===== src/rtl/sim_uart_pkg.sv =====
// Shared types and helpers for the multi-channel UART receive harness.
package sim_uart_pkg;

  // Width of one UART character (8N1 framing).
  localparam int DataBits = 8;

  // Per-channel receiver states.
  typedef enum logic [2:0] {
    IDLE  = 3'd0,
    START = 3'd1,
    DATA  = 3'd2,
    STOP  = 3'd3,
    BREAK = 3'd4
  } rx_state_e;

  // Number of system clocks per serial bit.
  function automatic int clk_per_bit(input int freq, input int baud);
    return freq / baud;
  endfunction

  // True when v is a positive power of two.
  function automatic bit is_pow2(input int v);
    return (v > 0) && ((v & (v - 1)) == 0);
  endfunction

endpackage


===== src/rtl/sim_uart_rx_chan.sv =====
// One UART receive channel: 2-FF synchroniser, 8N1 deserialiser FSM and a
// byte FIFO with a pop handshake toward the channel arbiter.
module sim_uart_rx_chan
  import sim_uart_pkg::*;
#(
  parameter int ClkPerBit = 8,
  parameter int FifoDepth = 8
) (
  input  logic                clk_i,
  input  logic                rst_ni,
  input  logic                active_i,
  input  logic                rx_i,
  input  logic                pop_i,
  output logic                empty_o,
  output logic [DataBits-1:0] data_o,
  output logic                frame_err_o,
  output logic                overflow_o
);

  localparam int CntW    = $clog2(ClkPerBit);
  localparam int BitCntW = $clog2(DataBits);
  localparam int AddrW   = $clog2(FifoDepth);

  localparam logic [CntW-1:0]    BitLast  = CntW'(ClkPerBit - 1);
  localparam logic [CntW-1:0]    HalfLast = CntW'((ClkPerBit / 2) - 1);
  localparam logic [BitCntW-1:0] DataLast = BitCntW'(DataBits - 1);

  // Synchroniser and edge detector
  logic [1:0] r_sync;
  logic       r_rx_prev;
  logic       w_rx;
  logic       w_fall;

  // Receiver state
  rx_state_e           r_state;
  logic [CntW-1:0]     r_baud_cnt;
  logic [BitCntW-1:0]  r_bit_cnt;
  logic [DataBits-1:0] r_shift;
  logic                r_push;
  logic [DataBits-1:0] r_push_data;
  logic                r_frame_err;

  // FIFO state
  logic [DataBits-1:0] r_mem [FifoDepth];
  logic [AddrW:0]      r_wr_ptr;
  logic [AddrW:0]      r_rd_ptr;
  logic                r_ovf;
  logic                w_empty;
  logic                w_full;
  logic                w_pop;
  logic                w_wr_en;
  logic                w_drop;

  assign w_rx   = r_sync[1];
  assign w_fall = r_rx_prev & ~w_rx;

  // Bring the asynchronous line into the clock domain; preset to idle-high.
  always_ff @(posedge clk_i or negedge rst_ni) begin
    if (!rst_ni) begin
      r_sync    <= 2'b11;
      r_rx_prev <= 1'b1;
    end else begin
      r_sync    <= {r_sync[0], rx_i};
      r_rx_prev <= r_sync[1];
    end
  end

  // Deserialiser FSM: mid-bit sampling of start, data and stop bits.
  // The falling-edge cycle counts as the first cycle of the start bit, so
  // the START sample lands half a bit after the edge.
  always_ff @(posedge clk_i or negedge rst_ni) begin
    if (!rst_ni) begin
      r_state     <= IDLE;
      r_baud_cnt  <= '0;
      r_bit_cnt   <= '0;
      r_shift     <= '0;
      r_push      <= 1'b0;
      r_push_data <= '0;
      r_frame_err <= 1'b0;
    end else begin
      r_push      <= 1'b0;
      r_frame_err <= 1'b0;
      if (!active_i) begin
        r_state    <= IDLE;
        r_baud_cnt <= '0;
        r_bit_cnt  <= '0;
      end else begin
        case (r_state)
          IDLE: begin
            if (w_fall) begin
              r_state    <= START;
              r_baud_cnt <= CntW'(1);
              r_bit_cnt  <= '0;
            end
          end
          START: begin
            if (r_baud_cnt == HalfLast) begin
              r_baud_cnt <= '0;
              r_state    <= w_rx ? IDLE : DATA;
            end else begin
              r_baud_cnt <= r_baud_cnt + CntW'(1);
            end
          end
          DATA: begin
            if (r_baud_cnt == BitLast) begin
              r_baud_cnt <= '0;
              r_shift    <= {w_rx, r_shift[DataBits-1:1]};
              if (r_bit_cnt == DataLast) begin
                r_state <= STOP;
              end else begin
                r_bit_cnt <= r_bit_cnt + BitCntW'(1);
              end
            end else begin
              r_baud_cnt <= r_baud_cnt + CntW'(1);
            end
          end
          STOP: begin
            if (r_baud_cnt == BitLast) begin
              r_baud_cnt <= '0;
              if (w_rx) begin
                r_push      <= 1'b1;
                r_push_data <= r_shift;
                r_state     <= IDLE;
              end else begin
                r_frame_err <= 1'b1;
                r_state     <= BREAK;
              end
            end else begin
              r_baud_cnt <= r_baud_cnt + CntW'(1);
            end
          end
          BREAK: begin
            if (w_rx) begin
              r_state <= IDLE;
            end
          end
          default: begin
            r_state <= IDLE;
          end
        endcase
      end
    end
  end

  assign w_empty = (r_wr_ptr == r_rd_ptr);
  assign w_full  = (r_wr_ptr[AddrW] != r_rd_ptr[AddrW]) &&
                   (r_wr_ptr[AddrW-1:0] == r_rd_ptr[AddrW-1:0]);
  assign w_pop   = pop_i & ~w_empty;
  // A simultaneous pop frees the slot, so a push into a full FIFO still lands.
  assign w_wr_en = r_push & (~w_full | w_pop);
  assign w_drop  = r_push & w_full & ~w_pop;

  // FIFO storage write port.
  always_ff @(posedge clk_i or negedge rst_ni) begin
    if (!rst_ni) begin
      for (int i = 0; i < FifoDepth; i++) begin
        r_mem[i] <= '0;
      end
    end else if (w_wr_en) begin
      r_mem[r_wr_ptr[AddrW-1:0]] <= r_push_data;
    end
  end

  // FIFO pointers (extra MSB separates full from empty) and drop event.
  always_ff @(posedge clk_i or negedge rst_ni) begin
    if (!rst_ni) begin
      r_wr_ptr <= '0;
      r_rd_ptr <= '0;
      r_ovf    <= 1'b0;
    end else begin
      r_ovf <= w_drop;
      if (w_wr_en) begin
        r_wr_ptr <= r_wr_ptr + (AddrW+1)'(1);
      end
      if (w_pop) begin
        r_rd_ptr <= r_rd_ptr + (AddrW+1)'(1);
      end
    end
  end

  assign empty_o     = w_empty;
  assign data_o      = r_mem[r_rd_ptr[AddrW-1:0]];
  assign frame_err_o = r_frame_err;
  assign overflow_o  = r_ovf;

endmodule


===== src/rtl/sim_uart_rx_mux.sv =====
// Multi-channel UART receive harness: one receiver per console line, merged
// by a round-robin arbiter into a single registered, tagged byte stream.
module sim_uart_rx_mux
  import sim_uart_pkg::*;
#(
  parameter int NumChannels    = 4,
  parameter int ClockFrequency = 125_000_000,
  parameter int BaudRate       = 15_625_000,
  parameter int FifoDepth      = 8,
  localparam int ChanW = (NumChannels > 1) ? $clog2(NumChannels) : 1
) (
  input  logic                   clk_i,
  input  logic                   rst_ni,
  input  logic                   active_i,
  input  logic [NumChannels-1:0] rx_i,
  output logic                   byte_valid_o,
  input  logic                   byte_ready_i,
  output logic [7:0]             byte_data_o,
  output logic [ChanW-1:0]       byte_chan_o,
  output logic [NumChannels-1:0] frame_err_o,
  output logic [NumChannels-1:0] overflow_o,
  input  logic [NumChannels-1:0] overflow_clr_i
);

  localparam int ClkPerBit = clk_per_bit(ClockFrequency, BaudRate);

  if (ClkPerBit < 4) begin : g_bad_baud
    $error("sim_uart_rx_mux: ClockFrequency/BaudRate must be at least 4");
  end
  if (!is_pow2(FifoDepth) || (FifoDepth < 2)) begin : g_bad_depth
    $error("sim_uart_rx_mux: FifoDepth must be a power of two >= 2");
  end
  if (NumChannels < 1) begin : g_bad_chan
    $error("sim_uart_rx_mux: NumChannels must be >= 1");
  end

  // Channel-side signals
  logic [NumChannels-1:0] w_empty;
  logic [NumChannels-1:0] w_pop;
  logic [NumChannels-1:0] w_frame_err;
  logic [NumChannels-1:0] w_ovf_evt;
  logic [DataBits-1:0]    w_data [NumChannels];

  // Arbiter and output stage
  logic                   w_load;
  logic                   w_grant_vld;
  logic [ChanW-1:0]       w_grant;
  logic [ChanW-1:0]       w_idx;
  logic                   w_hit;
  logic [ChanW-1:0]       r_rr_ptr;
  logic                   r_valid;
  logic [DataBits-1:0]    r_data;
  logic [ChanW-1:0]       r_chan;
  logic [NumChannels-1:0] r_overflow;

  // Channel index base+off modulo NumChannels (off < NumChannels).
  function automatic logic [ChanW-1:0] wrap_add(input logic [ChanW-1:0] base, input int off);
    int sum;
    sum = int'(base) + off;
    return (sum >= NumChannels) ? ChanW'(sum - NumChannels) : ChanW'(sum);
  endfunction

  for (genvar c = 0; c < NumChannels; c++) begin : g_chan
    sim_uart_rx_chan #(
      .ClkPerBit (ClkPerBit),
      .FifoDepth (FifoDepth)
    ) u_chan (
      .clk_i       (clk_i),
      .rst_ni      (rst_ni),
      .active_i    (active_i),
      .rx_i        (rx_i[c]),
      .pop_i       (w_pop[c]),
      .empty_o     (w_empty[c]),
      .data_o      (w_data[c]),
      .frame_err_o (w_frame_err[c]),
      .overflow_o  (w_ovf_evt[c])
    );
  end

  // The output register takes a new byte when it is empty or being consumed.
  assign w_load = ~r_valid | byte_ready_i;

  // Round-robin search: first non-empty FIFO at or after the pointer.
  always_comb begin
    w_grant_vld = 1'b0;
    w_grant     = '0;
    w_idx       = '0;
    w_hit       = 1'b0;
    for (int i = 0; i < NumChannels; i++) begin
      w_idx       = wrap_add(r_rr_ptr, i);
      w_hit       = ~w_grant_vld & ~w_empty[w_idx];
      w_grant     = w_hit ? w_idx : w_grant;
      w_grant_vld = w_grant_vld | w_hit;
    end
  end

  // Pop strobe toward the granted channel.
  always_comb begin
    w_pop = '0;
    if (w_load && w_grant_vld) begin
      w_pop[w_grant] = 1'b1;
    end else begin
      w_pop = '0;
    end
  end

  // Output register: holds data/channel stable until the sink takes them.
  always_ff @(posedge clk_i or negedge rst_ni) begin
    if (!rst_ni) begin
      r_valid  <= 1'b0;
      r_data   <= '0;
      r_chan   <= '0;
      r_rr_ptr <= '0;
    end else if (w_load) begin
      if (w_grant_vld) begin
        r_valid  <= 1'b1;
        r_data   <= w_data[w_grant];
        r_chan   <= w_grant;
        r_rr_ptr <= wrap_add(w_grant, 1);
      end else begin
        r_valid <= 1'b0;
      end
    end
  end

  // Sticky overflow flags; a new drop wins over a same-cycle clear.
  always_ff @(posedge clk_i or negedge rst_ni) begin
    if (!rst_ni) begin
      r_overflow <= '0;
    end else begin
      r_overflow <= (r_overflow & ~overflow_clr_i) | w_ovf_evt;
    end
  end

  assign byte_valid_o = r_valid;
  assign byte_data_o  = r_data;
  assign byte_chan_o  = r_chan;
  assign frame_err_o  = w_frame_err;
  assign overflow_o   = r_overflow;

endmodule


===== config.mk =====
export PLATFORM = sky130hd
export DESIGN_NAME = sim_uart_rx_mux
export DESIGN_NICKNAME = d
export VERILOG_FILES = /design/src/rtl/sim_uart_pkg.sv /design/src/rtl/sim_uart_rx_chan.sv /design/src/rtl/sim_uart_rx_mux.sv
export SDC_FILE = /design/constraint.sdc
export NUM_CORES = 1
export LEC_CHECK = 0
export CAP_MARGIN = 20
export CORE_MARGIN = 2
export CORE_UTILIZATION = 55
export DETAILED_ROUTE_END_ITERATION = 8
export PLACE_DENSITY = 0.71
export SYNTH_ARGS = -nofsm -noshare
export SYNTH_HDL_FRONTEND = slang
export SYNTH_SLANG_ARGS = --single-unit
export TNS_END_PERCENT = 10

===== constraint.sdc =====
create_clock -name clk_i -period 5 [get_ports clk_i]
set_input_delay 1 -clock clk_i [delete_from_list [all_inputs] [get_ports clk_i]]
set_output_delay 1 -clock clk_i [all_outputs]
set_load 0.05 [all_outputs]

; ---- Word-level counts from Yosys, hierarchy flattened
; Index checks and enable logic that the tools add are counted.
[op_classes]
order_cmp = 24
bitwise = 66
n_eq_ne = 76
reduce_logical = 39
add_sub_neg = 25
n_mux = 156
[ops]
columns = op, count
row1 = bitwise mux 64 bit, 4
row2 = two-way mux 3 bit, 60
row3 = two-way mux 8 bit, 14
row4 = binary-select mux 8 bit (select 3 bit), 4
row5 = demux 8 bit (select 3 bit), 4
row6 = inequality test 3 x 2 -> 1 bit (second input constant), 24
row7 = case mux 3 bit (5 select lines), 4
row8 = two-way mux 1 bit, 38
row9 = equality test 3 x 2 -> 1 bit (second input constant), 12
row10 = equality test 3 bit (second input constant), 12
row11 = case mux 3 bit (3 select lines), 4
row12 = adder 4 x 1 -> 4 bit (second input constant), 8
row13 = >= comparator 4 bit (second input constant), 8
row14 = inverter 3 -> 4 bit, 8
row15 = AND reduction 4 bit, 8
row16 = two-way mux 2 bit, 13
row17 = adder 3 x 1 -> 3 bit (second input constant), 8
row18 = case mux 3 bit (2 select lines), 4
row19 = AND reduction 6 bit, 4
row20 = bitwise AND 1 bit, 23
row21 = inverter 1 bit, 23
row22 = binary-select mux 8 bit (select 2 bit), 1
row23 = equality test 4 bit, 4
row24 = less-than comparator 4 x 1 -> 1 bit (second input constant), 4
row25 = 26 further kinds, 90
[word_totals]
wordCells = 471
regBits = 429
in_bits = 12
out_inout_bits = 19

; ---- Longest topological paths before layout
[logic_depth]
depth_word = 22
depth_mapped = 10
ltp_nobuf = 8

; ---- Modules after synthesis
; Synthesis repeated with hierarchy kept, for this count alone.
[hier_totals]
hier_cells = 1395
area_unflattened_um2 = 20357.0
[by_module_without_submodules]
columns = module, cells_per_inst, area_each_um2, seq_area_each_um2, n_inst
row1 = sim_uart_rx_chan (g_chan[1].u_chan), 320, 4862.2, 2581.2, 1
row2 = sim_uart_rx_chan (g_chan[2].u_chan), 316, 4832.1, 2581.2, 1
row3 = sim_uart_rx_chan (g_chan[3].u_chan), 330, 4794.6, 2581.2, 1
row4 = sim_uart_rx_chan (g_chan[0].u_chan), 319, 4780.8, 2581.2, 1
row5 = sim_uart_rx_mux, 110, 1087.3, 425.4, 1

; ---- Worst setup path before layout
; No wires, ideal clock.
[synth_path]
path_type = input port to flip-flop
startpoint = input byte_ready_i
endpoint = register g_chan[2].u_chan.r_mem[24] (netlist name)
path_buffers = 3
cell_stages = 8
required_ns = 4.875
t_arrival_ns = 2.851
setup_time_ns = 0.125
setup_slack_ns = 2.024
path_cell_list = nor2b_1 -> clkbuf_1 -> or2_1 -> buf_2 -> o31a_4 -> or4_1 -> buf_6 -> mux2_4
[synth_via]
elab_chain_len = 6
[synth_lines]
columns = item, line
row1 = start: declaration, sim_uart_rx_mux.sv:17  ; input logic byte_ready_i,
row2 = OR 1 bit, sim_uart_rx_mux.sv:81  ; assign w_load = ~r_valid | byte_ready_i;
row3 = logical AND 1 bit, sim_uart_rx_mux.sv:100  ; if (w_load && w_grant_vld) begin
row4 = two-way mux 4 bit, sim_uart_rx_mux.sv:100
row5 = bitwise AND 1 bit, sim_uart_rx_chan.sv:148  ; assign w_pop = pop_i & ~w_empty;
row6 = OR 1 bit, sim_uart_rx_chan.sv:150  ; assign w_wr_en = r_push & (~w_full | w_pop);
row7 = bitwise AND 1 bit, sim_uart_rx_chan.sv:150
row8 = end signal: indexed assignment, sim_uart_rx_chan.sv:160  ; r_mem[r_wr_ptr[AddrW-1:0]] <= r_push_data;
row9 = end: declaration, sim_uart_rx_chan.sv:44  ; logic [DataBits-1:0] r_mem [FifoDepth];
; No other way between the ends.
; A chain may end at the register's enable or synchronous reset.

; ---- Worst setup path in the final report
[layout_path]
startpoint = register g_chan[0].u_chan.r_rd_ptr[2]
endpoint = register g_chan[1].u_chan.r_mem[49] (netlist name)
[layout_via]
elab_chain_len = 20
word_cells_on_any_way = 35
classes_between = order compare: 2 / eq/ne: 1 / mux: 15 / bitwise: 15 / reduce/logical: 2
[layout_lines]
columns = item, line
row1 = start: declaration, sim_uart_rx_chan.sv:46  ; logic [AddrW:0] r_rd_ptr;
row2 = start signal: assignment, sim_uart_rx_chan.sv:176  ; r_rd_ptr <= r_rd_ptr + (AddrW+1)'(1);
row3 = equality test 4 bit *, sim_uart_rx_chan.sv:145  ; assign w_empty = (r_wr_ptr == r_rd_ptr);
row4 = binary-select mux 1 bit (select 2 bit), sim_uart_rx_mux.sv:91  ; w_hit = ~w_grant_vld & ~w_empty[w_idx];
row5 = two-way mux 1 bit (not written as such), sim_uart_rx_mux.sv:91
row6 = inverter 1 bit, sim_uart_rx_mux.sv:91
row7 = bitwise AND 1 bit, sim_uart_rx_mux.sv:91
row8 = OR 1 bit, sim_uart_rx_mux.sv:93  ; w_grant_vld = w_grant_vld | w_hit;
row9 = inverter 1 bit, sim_uart_rx_mux.sv:91
row10 = bitwise AND 1 bit, sim_uart_rx_mux.sv:91
row11 = [... 4 more ...], --
row12 = less-than comparator 2 x 3 -> 1 bit (not written as such) or >= comparator 2 x 1 -> 1 bit (tied branches), sim_uart_rx_mux.sv:101  ; w_pop[w_grant] = 1'b1;
row13 = logical AND 1 bit (not written as such), sim_uart_rx_mux.sv:101
row14 = two-way mux 1 bit (not written as such), sim_uart_rx_mux.sv:101
row15 = demux 1 bit (select 2 bit), sim_uart_rx_mux.sv:101
row16 = two-way mux 4 bit *, sim_uart_rx_mux.sv:100
row17 = bitwise AND 1 bit *, sim_uart_rx_chan.sv:148
row18 = OR 1 bit *, sim_uart_rx_chan.sv:150
row19 = bitwise AND 1 bit *, sim_uart_rx_chan.sv:150
row20 = end signal: indexed assignment, sim_uart_rx_chan.sv:160
row21 = end: declaration, sim_uart_rx_chan.sv:44
; Every way passes the cells marked *; elsewhere a longest branch is shown, timed or not. The select of a mux whose other input is x is not followed.

==> metrics.txt <==
PnR worst setup slack 1.22 ns; dpl hpwl 24.5 mm; Mean Syn Cell Area 14.0 um2; DR DRC count 0; status finished clean; Overall Power 8.43 mW; TritonCTS buffer count 46; CP bufs+invs 1; drt pass-1 iters 5; CTS resizes 0; Worst Tran Pin Value 1.01 ns; Worst Skew 0.0302 ns; DR vias 11100; Synth Register Bits 429; worst r2r src g_chan[0].u_chan.r_rd_ptr[2]; Boundary Pins 31; worst r2r path cells 8; Worst R2R End g_chan[1].u_chan.r_mem[49]; number of synthesized flops with an enable pin 0; CP Data Arrival Time 4.22 ns; Diodes inserted 0; Yosys top cell area share 52.8%; clk_lat worst skew 0.58 ns; Synthesized Nets 1452; Hold Crit Start g_chan[2].u_chan.r_sync[0]; Final period util 75.7%; initial antenna violation count 0; Worst Hold Endpoint g_chan[2].u_chan.r_sync[1]; number of max-cap violations 0; number of port buffers 30; ranking of synthesized cells by area dfrtp_1, mux2_2, mux4_2; Final Hold Violating Endpoints 0; leading area contributor after synthesis dfrtp_1; Fillers 2682; Max Clock Freq 0.264 GHz; Reg2Reg Setup Slack 1.22 ns; clock buffer depth 3; # H-tree levels 2; post-CTS setup buffers 0; DRT antenna net count 0; Area growth, synth to finish 12.0%; Initial Util 55.7%; Final Routed Wirelength 37.3 mm; largest net degree at the start of global routing 133; Hold Path Cell Cnt 0; Crit path required time 5.44 ns; Lkg Pwr 10.6 nW; Tot GR Track Use 20.7%; Max-slew headroom 32.7%; CP Max Fanout 18; Die W 194 um; vias in the first global route 11600; commonest non-fill, non-tap cell in the layout dfrtp_1; fin crit period 3.78 ns; Clock transition at path regs 0.06 ns; PD cells 381 mW/mm2; sequential area share after synthesis 54.4%; critical path class reg -> reg; most frequent cells in the layout dfrtp_1, mux2_2, nand2_1; CP top delay family compound AO/OA/AOI/OAI gates; number of nets in the layout 1485; crit path capture type register; Synth Flop Type dfrtp_1; global-route wire length before repair 62.6 mm; Post-Syn Area 0.0198 mm2; CP startpoint kind register; max incr delay on CP 0.70 ns; post-DR wirelength/cell 19.2 um; Critical Path Stages 8; post-synth cell types 69; Peak VDD IR 0.334 mV; Die Area 0.0374 mm2; Place WS 1.25 ns; core area 0.0355 mm2; max-slew violation total from the final report 0; slowest cell on the critical path dfrtp_1; TritonCTS clock tree yes; crit path from g_chan[0].u_chan.r_rd_ptr[2]; share of cells above drive strength 1 34.5%; hold_buf cts 0; Syn. warnings 0; Die Y-Extent 194 um; Post-Syn Instances 1408; CTS Sinks 429; Overflow after GRT 0; row count 69; asr flop ratio synth 100%; RSZ-0062 raised after global routing no; Vias/cell 5.75; CP Cell Sequence xor2_2 -> o41ai_1 -> o221ai_1 -> a21o_1 -> o31ai_2 -> buf_4 -> nand4_1 -> mux2_2; Final Wtd Congestion 0.787; setup TNS 0 ns; initial drt markers 618; Hold/Removal Path Class reg -> reg; CTS root buf clkbuf_16; setup violators final 0
[layout make-up]
cell class	count	area (um2)	area share, %
inverters	38	143	0.645
repair buffers	49	485	2.19
flip-flops and latches	429	10800	48.6
multi-input cells	877	8530	38.6
clock buffers	66	1350	6.09
clock inverters	18	287	1.30
well taps	461	577	2.61
[registers in the layout (all words and copies together), names as in the netlist, 8 cells and up]
register,count
g_chan.u_chan.r_sync,8
g_chan.u_chan.r_state,12
g_chan.u_chan.r_bit_cnt,12
g_chan.u_chan.r_shift,32
byte_data_o,8
g_chan.u_chan.r_rd_ptr,16
g_chan.u_chan.r_push_data,32
g_chan.u_chan.r_wr_ptr,16
g_chan.u_chan.r_mem,256
g_chan.u_chan.r_baud_cnt,12
[cells in the mapped netlist (13+ instances only)]
| cell | n |
|---|---|
| a21oi_1 | 28 |
| buf_2 | 15 |
| clkbuf_1 | 28 |
| dfrtp_1 | 417 |
| ha_1 | 32 |
| inv_1 | 36 |
| mux2_2 | 304 |
| mux2i_1 | 60 |
| mux4_2 | 65 |
| nand2_1 | 95 |
| nand3_1 | 23 |
| nor2_1 | 45 |
| nor3_1 | 13 |
| o21ai_0 | 30 |
| xnor2_1 | 24 |
| xor2_1 | 13 |
[through the flow]
| stage | instance area, um2 | hold WS (ns) | utilization [%] | instances |
|---|---|---|---|---|
| 6_report | 22100 | 0.354 | 62.3 | 1938 |
| 4_1_cts | 22100 | 0.355 | 62.3 | 1937 |
| 3_5_place_dp | 20500 | 0.347 | 57.7 | 1853 |
| 2_1_floorplan | 19800 | 0.345 | - | 1408 |
| 5_1_grt | 22100 | 0.359 | 62.3 | 1938 |
| 3_3_place_gp | 20500 | 0.346 | 57.7 | 1853 |
[worst max path at each step]
| stage | endpoint |
|---|---|
| global route | g_chan[1].u_chan.r_mem[51] |
| finish | g_chan[1].u_chan.r_mem[49] |
| floorplan | g_chan[2].u_chan.r_mem[24] |
| CTS | g_chan[1].u_chan.r_mem[49] |
| global placement | g_chan[1].u_chan.r_mem[48] |
| detailed placement | g_chan[1].u_chan.r_mem[51] |
[per-layer routing]
metal / GRT usage, % / vias up / share of wire [%]
met5: 0 / - / 0
li1: - / 5187 / -
met2: 32.5 / 144 / 47
met1: 30.5 / 5772 / 48
met4: 4.78 / 0 / 1.6
met3: 3.63 / 42 / 3.5
[power by group]
group | switching, mW | internal, mW
combinational | 0.674 | 0.452
sequential | 0.124 | 3.57
clock | 1.38 | 2.23
total | 2.18 | 6.25
[worst reg2reg max path, stage by stage, from the launching register on]
cell	delay (ns)
dfrtp_1	0.70
xor2_2	0.20
o41ai_1	0.48
o221ai_1	0.26
a21o_1	0.54
o31ai_2	0.35
buf_4	0.27
nand4_1	0.42
mux2_2	0.43
[logic make-up (layout without fill, tap and decap cells)]
family,after synthesis,count (layout),share of synthesized area (%)
AOI/OAI and AO/OA,106,106,3.67
xor gates and xnor gates,40,40,1.89
muxes,437,437,28.4
buffers and inverters,102,171,2.39
and+or+nand+nor,262,262,7.21
adders and majority gates,32,32,2.03
DFF,429,429,54.4
No activity file was read; power rests on OpenSTA's default activity.
